## config.mk

```make
export PLATFORM = sky130hd
export DESIGN_NAME = display_scan_mux_flat
export DESIGN_NICKNAME = d
export VERILOG_FILES = /design/src/rtl/display_scan_mux_pkg.sv /design/src/rtl/display_scan_mux_if.sv /design/src/rtl/display_scan_mux_scan_prescaler.sv /design/src/rtl/display_scan_mux.sv /design/src/flat_wrapper.sv
export SDC_FILE = /design/constraint.sdc
export NUM_CORES = 1
export LEC_CHECK = 0
export CAP_MARGIN = 30
export CORE_MARGIN = 2
export CORE_UTILIZATION = 30
export DETAILED_ROUTE_END_ITERATION = 8
export PLACE_DENSITY = 0.55
export SETUP_SLACK_MARGIN = 0.15
export SYNTH_ARGS = -nofsm -noshare
export SYNTH_HDL_FRONTEND = slang
export SYNTH_SLANG_ARGS = --single-unit
```

## constraint.sdc

```tcl
create_clock -name clk -period 2.3 [get_ports clk]
set_input_delay 0.69 -clock clk [delete_from_list [all_inputs] [get_ports clk]]
set_output_delay 0.69 -clock clk [all_outputs]
set_load 0.02 [all_outputs]
```

## src/rtl/display_scan_mux_pkg.sv

```systemverilog
// display_scan_mux_pkg: shared state encodings, digit constants and nibble helpers
package display_scan_mux_pkg;
    typedef enum logic [1:0] {IDLE = 2'd0, GUARD = 2'd1, DRIVE = 2'd2} state_t;
    localparam int NUM_DIGITS = 4;
    localparam logic [NUM_DIGITS-1:0] DIGIT_OFF = 4'hF;
    function automatic logic [3:0] nibble_at(input logic [15:0] v, input logic [1:0] i);
        return v[{i, 2'b00} +: 4];
    endfunction
    // A digit above 0 goes dark when it and every digit to its left are zero
    function automatic logic [NUM_DIGITS-1:0] digit_enable(input logic [15:0] v, input logic [1:0] i, input logic blz);
        return (blz && i != 2'd0 && (v >> {i, 2'b00}) == 16'd0) ? DIGIT_OFF : ~(4'b0001 << i);
    endfunction
endpackage

```

## src/rtl/display_scan_mux_if.sv

```systemverilog
// display_scan_mux_if: control inputs and scan outputs of the display multiplexer
interface display_scan_mux_if;
    import display_scan_mux_pkg::*;
    logic                  enable;
    logic [15:0]           value_in;
    logic                  load;
    logic                  blank_lz;
    logic [3:0]            nibble_out;
    logic [NUM_DIGITS-1:0] digit_en_n;
    logic                  frame_tick;
    logic                  pending;
    modport master (output enable, value_in, load, blank_lz, input nibble_out, digit_en_n, frame_tick, pending);
    modport slave (input enable, value_in, load, blank_lz, output nibble_out, digit_en_n, frame_tick, pending);
endinterface

```

## src/rtl/display_scan_mux_scan_prescaler.sv

```systemverilog
// scan_prescaler: loadable down-counter with clear, holding at zero with terminal-count flag
module scan_prescaler #(
    parameter int W = 16
) (
    input  logic         clk,
    input  logic         reset,
    input  logic         clr,
    input  logic         ld,
    input  logic [W-1:0] ld_val,
    output logic         tc
);
    logic [W-1:0] count;
    always_ff @(posedge clk or posedge reset)
        if (reset) count <= '0;
        else count <= clr ? '0 : ld ? ld_val : tc ? count : count - W'(1);
    assign tc = count == '0;
endmodule

```

## src/rtl/display_scan_mux.sv

```systemverilog
// display_scan_mux: scans a double-buffered 4-nibble value onto one 7-segment bus
// with a blanking guard before each digit and optional leading-zero blanking.
module display_scan_mux
    import display_scan_mux_pkg::*;
#(
    parameter int PRESCALE  = 50000,
    parameter int GUARD_CYC = 16
) (
    input logic              clk,
    input logic              reset,
    display_scan_mux_if.slave bus
);
    localparam int CW = $clog2(PRESCALE > GUARD_CYC ? PRESCALE : GUARD_CYC);
    state_t        state;
    logic [1:0]    index;
    logic [15:0]   shadow, disp, next_disp;
    logic          tc, clr, ld, boundary;
    logic [CW-1:0] ld_val;
    scan_prescaler #(.W(CW)) u_prescaler (
        .clk(clk), .reset(reset), .clr(clr), .ld(ld), .ld_val(ld_val), .tc(tc)
    );
    // The counter reloads on every state entry, so one counter times both intervals
    always_comb begin
        clr       = !bus.enable;
        ld        = bus.enable && (state == IDLE || tc);
        ld_val    = state == GUARD ? CW'(PRESCALE - 1) : CW'(GUARD_CYC - 1);
        boundary  = bus.enable && state == DRIVE && tc && index == 2'd3;
        next_disp = boundary && bus.pending ? shadow : disp;
    end
    always_ff @(posedge clk or posedge reset) begin
        if (reset) begin
            state          <= IDLE;
            index          <= '0;
            shadow         <= '0;
            disp           <= '0;
            bus.nibble_out <= '0;
            bus.digit_en_n <= DIGIT_OFF;
            bus.frame_tick <= 1'b0;
            bus.pending    <= 1'b0;
        end else begin
            bus.frame_tick <= boundary;
            disp           <= next_disp;
            if (bus.load) begin
                shadow      <= bus.value_in;
                bus.pending <= 1'b1;
            end else if (boundary) bus.pending <= 1'b0;
            if (!bus.enable) begin
                state          <= IDLE;
                index          <= '0;
                bus.digit_en_n <= DIGIT_OFF;
            end else case (state)
                IDLE: begin
                    state          <= GUARD;
                    bus.nibble_out <= nibble_at(disp, index);
                end
                GUARD: if (tc) begin
                    state          <= DRIVE;
                    bus.digit_en_n <= digit_enable(disp, index, bus.blank_lz);
                end
                // Nibble changes at guard entry so the decoders settle while all digits are dark
                DRIVE: if (tc) begin
                    state          <= GUARD;
                    index          <= index + 2'd1;
                    bus.digit_en_n <= DIGIT_OFF;
                    bus.nibble_out <= nibble_at(next_disp, index + 2'd1);
                end
                default: state <= IDLE;
            endcase
        end
    end
endmodule

```

## src/flat_wrapper.sv

```systemverilog
// flat-port wrapper written by rule: the top's interface ports become plain ports
module display_scan_mux_flat import display_scan_mux_pkg::*;
#(
    parameter int PRESCALE  = 50000,
    parameter int GUARD_CYC = 16
)
  (clk, reset, bus_enable, bus_value_in, bus_load, bus_blank_lz, bus_nibble_out, bus_digit_en_n, bus_frame_tick, bus_pending);
  display_scan_mux_if bus_i ();
  input logic clk;
  input logic reset;
  input wire logic [$bits(bus_i.enable)-1:0] bus_enable;
  input wire logic [$bits(bus_i.value_in)-1:0] bus_value_in;
  input wire logic [$bits(bus_i.load)-1:0] bus_load;
  input wire logic [$bits(bus_i.blank_lz)-1:0] bus_blank_lz;
  output wire logic [$bits(bus_i.nibble_out)-1:0] bus_nibble_out;
  output wire logic [$bits(bus_i.digit_en_n)-1:0] bus_digit_en_n;
  output wire logic [$bits(bus_i.frame_tick)-1:0] bus_frame_tick;
  output wire logic [$bits(bus_i.pending)-1:0] bus_pending;
  assign bus_i.enable = bus_enable;
  assign bus_i.value_in = bus_value_in;
  assign bus_i.load = bus_load;
  assign bus_i.blank_lz = bus_blank_lz;
  assign bus_nibble_out = bus_i.nibble_out;
  assign bus_digit_en_n = bus_i.digit_en_n;
  assign bus_frame_tick = bus_i.frame_tick;
  assign bus_pending = bus_i.pending;
  display_scan_mux #(.PRESCALE(PRESCALE), .GUARD_CYC(GUARD_CYC)) u_core (.clk(clk), .reset(reset), .bus(bus_i));
endmodule
```

==> run_results.csv, run 1 <==
group,metric,value,unit
global_routing,antenna_found_initial,0,
yosys,synth_area_leaders,"dfrtp_1 46%, nand2_1 7.1%, mux2_2 5.7%, mux4_2 4.9%, dfstp_2 3.3%",
min_path,hp-class,"flip-flop to flip-flop",
final_layout,post-route-cell-area,4229,um^2
route,drc,0,
critical_path,crit_family,"simple AND/OR/NAND/NOR gates",
route,wl_per_cell,15.63,um
yosys,yosysTopAreaCellShare,45.54,%
route,drtAntennaViolNets,0,
placed_design,place_ws,-241.9,ps
critical_path,worstSetupPathType,"flip-flop to flip-flop",
yosys,syn_area,3187,um^2
global_routing,grt_pass1_wl,13330,um
timing,setup_ws,93.75,ps
global_routing,met3_usage,3.343,%
yosys,syn_inst,312,
power,p_leak,1.824,nW
clock_network,clock_latency,350,ps
die,start_util,30.87,%
yosys,syn_area_per_cell,10.21,um^2
timing,drv_slew,0,
critical_path,path_max_fanout,4,
global_routing,grt.overflow.total,0,
die,core_area,10320,um^2
status,status,"completed",
clock_network,cts_buffer_depth,2,
power,swShare,31.03,%
die,rows,37,
flow_run,maxCapViolations,0,
route,vias,2537,
critical_path,slowest_stage,"or4_4",
final_layout,drive_gt1_share,27.20,%
critical_path,cp-start-kind,"flip-flop",
power,p_int,0.002047,W
final_layout,final_common_cell,"nand2_1",
critical_path,max_stage_delay,580,ps
final_layout,diodes,0,
final_layout,nets,408,
final_layout,fin_cells,522,
timing,relSlewSlack,72.80,%
clock_network,hold_buffers,0,
final_layout,syn_to_final_growth,32.71,%
clock_network,cts.sinks,62,
clock_network,cts_root_buf,"clkbuf_8",
global_routing,grt_max_degree,63,
timing,final.setup_skew,12.53,ps
route,wirelength,8159,um
placed_design,hpwl,5859,um
timing,fin_crit,2206,ps
yosys,async_flop_share,100.0,%
placed_design,dp.cells,498,
die,dieWidth,107.1,um
power,pwr-share-seq,42.1,%
yosys,yosysTopAreaCell,"dfrtp_1",
yosys,synth_edf_count,0,
global_routing,busiest_layer,"met2",
timing,max_freq,453.3,MHz
yosys,seq_area_frac_synth,48.84,%
yosys,synth_nets,339,
timing,hold_violations,0,
placed_design,io_buffer_count,30,
clock_network,cts_tree,"done",
critical_path,setup.worst_path.end_class,"flip-flop",
final_layout,fin_util,40.96,%
route,drtIter0Drc,147,
critical_path,cp.required,2540,ps
clock_network,path_clk_slew,80,ps
route,routed_via_density,4.860,
yosys,synth.distinct_cells,46,
timing,tightest_slew,408.0,ps
global_routing,grt_util_all_layers,15.07,%
timing,rsz0062_at_grt,"yes",
clock_network,cts.htree.levels,3,
timing,period_share,95.92,%
critical_path,r2r_slack,90,ps
global_routing,grt.met2_usage,21.97,%
yosys,synth_seq_cells,62,
yosys,ys_warn_count,0,
final_layout,final_cell_mix,"60 x nand2_1, 57 x dfrtp_1, 37 x buf_4, 26 x clkdlybuf4s50_1, 20 x nor2_1",
global_routing,grt_pass1_vias,2477,
power,power_frac_comb,23.9,%
power,clkPwrFrac,34.0,%
die,die_h,107.1,um
power,peakVddDrop,0.0003126,V
power,power.density,701.9,nW/um^2
critical_path,critPathBufInv,0,
yosys,synth_ff_type,"dfrtp_1",
die,io_pins,31,
critical_path,worstPathCellList,"or4_4, nor3b_4, nand3_4, a221oi_1, o21ai_1, a32o_1",
global_routing,use_met1,21.94,%
placed_design,gp_congestion,0.8747,
die,die_area,11460,um^2
placed_design,place_area,3879,um^2
clock_network,numCtsBuffers,9,
critical_path,worst_ep_arrival_time,2440,ps
timing,finalSetupViolCount,0,
power,p_sw,0.0009210,W
route,first_pass_iters,4,
[final cells by class]
type | count | area, um^2
Multi-Input combinational cell | 229 | 1628
Tap cell | 136 | 170.2
Fill cell | 1026 | 6095
Clock inverter | 7 | 80.08
Clock buffer | 9 | 123.9
Inverter | 8 | 33.78
Sequential cell | 62 | 1558
Timing Repair Buffer | 71 | 635.6
[power groups by stage]
stage,logic [W],registers (W),clock network (W)
after global placement,0.000632,0.00126,0
after detailed placement,0.000637,0.00127,0
after global routing,0.000784,0.00126,0.00109
final,0.000710,0.00125,0.00101
after CTS,0.000678,0.00125,0.00103
after floorplan,0.000392,0.00125,0
[synth_stat cells, types with 3 or more instances]
cell,instances
nand2_1,60
and2_1,4
or3_1,3
o21ai_0,12
nor2_1,23
nor4_1,4
mux4_2,7
nand4_1,5
mux2i_1,4
and3_1,5
and4_1,3
nor3_1,10
xnor2_1,9
dfrtp_1,58
clkbuf_1,12
a21boi_0,4
nor2b_1,4
xor2_1,5
mux2_2,16
ha_1,6
a21oi_1,15
inv_1,8
dfstp_2,4
[routing by layer]
layer  up-vias  part of all wire, %
met3         9                  3.8
met2        61                   46
met4         0                  1.2
li1       1240                    -
met1      1227                   49
met5         -                    0
[sequential cells by signal (all words and copies together) (netlist names)]
register and cells:
u_core.state 2, u_core.shadow 16, u_core.bus.pending 1, u_core.index 2, u_core.u_prescaler.count 16, u_core.bus.frame_tick 1
u_core.bus.nibble_out 4, u_core.bus.digit_en_n 4, u_core.disp 16
[worst register-to-register path: stages, from the launching register on]
cell	delay, ps
dfrtp_1	410
or4_4	580
nor3b_4	250
nand3_4	150
a221oi_1	330
o21ai_1	130
a32o_1	250
[timing repair]
action,CTS,global route
pin swaps,6,7
endpoints found under the hold margin,0,0
endpoints found under the setup margin,29,36
gates resized for setup,14,13
setup buffers,3,5
[worst paths after layout]
path,endpoint,cells past startpoint,startpoint
max,u_core.bus.nibble_out[1]$_DFFE_PP0P_,6,u_core.u_prescaler.count[2]$_DFFE_PP0P_
min reg2reg,u_core.bus.nibble_out[2]$_DFFE_PP0P_,1,u_core.bus.nibble_out[2]$_DFFE_PP0P_
min in group asynchronous,u_core.shadow[11]$_DFFE_PP0P_,3,reset
max in group asynchronous,u_core.bus.digit_en_n[2]$_DFFE_PP1P_,3,reset
min,u_core.bus.nibble_out[2]$_DFFE_PP0P_,1,u_core.bus.nibble_out[2]$_DFFE_PP0P_
max reg2reg,u_core.bus.nibble_out[1]$_DFFE_PP0P_,6,u_core.u_prescaler.count[2]$_DFFE_PP0P_
[kinds of logic (layout without fill, tap and decap cells)]
family,count (synthesis),after routing,share of synthesized area (%)
muxes,27,27,11.86
adders and majority gates,6,6,2.356
xor gates and xnor gates,14,14,3.848
DFF,62,62,48.84
and+or+nand+nor,135,135,21.36
buffers and inverters,21,95,2.513
AOI/OAI and AO/OA,47,47,9.227
[per-stage QoR]
step                total power, W  hold slack [ps]  setup TNS [ps]
floorplan                 0.001641            450.5               0
global placement          0.001897            482.0          -748.9
detailed placement        0.001903            484.1          -835.5
CTS                       0.002959            511.7               0
global route              0.003130            528.6               0
finish                    0.002968            509.3               0
Note: power is estimated with default switching activity, not from simulation.
==> run 2: changes to the inputs <==
--- a/config.mk
+++ b/config.mk
@@ -11,6 +11,7 @@
 export DETAILED_ROUTE_END_ITERATION = 8
 export PLACE_DENSITY = 0.55
 export SETUP_SLACK_MARGIN = 0.15
+export SKIP_LAST_GASP = 1
 export SYNTH_ARGS = -nofsm -noshare
 export SYNTH_HDL_FRONTEND = slang
 export SYNTH_SLANG_ARGS = --single-unit
==> results of run 2 <==
Final layout, timing and power as in run 1 (identical DEF).
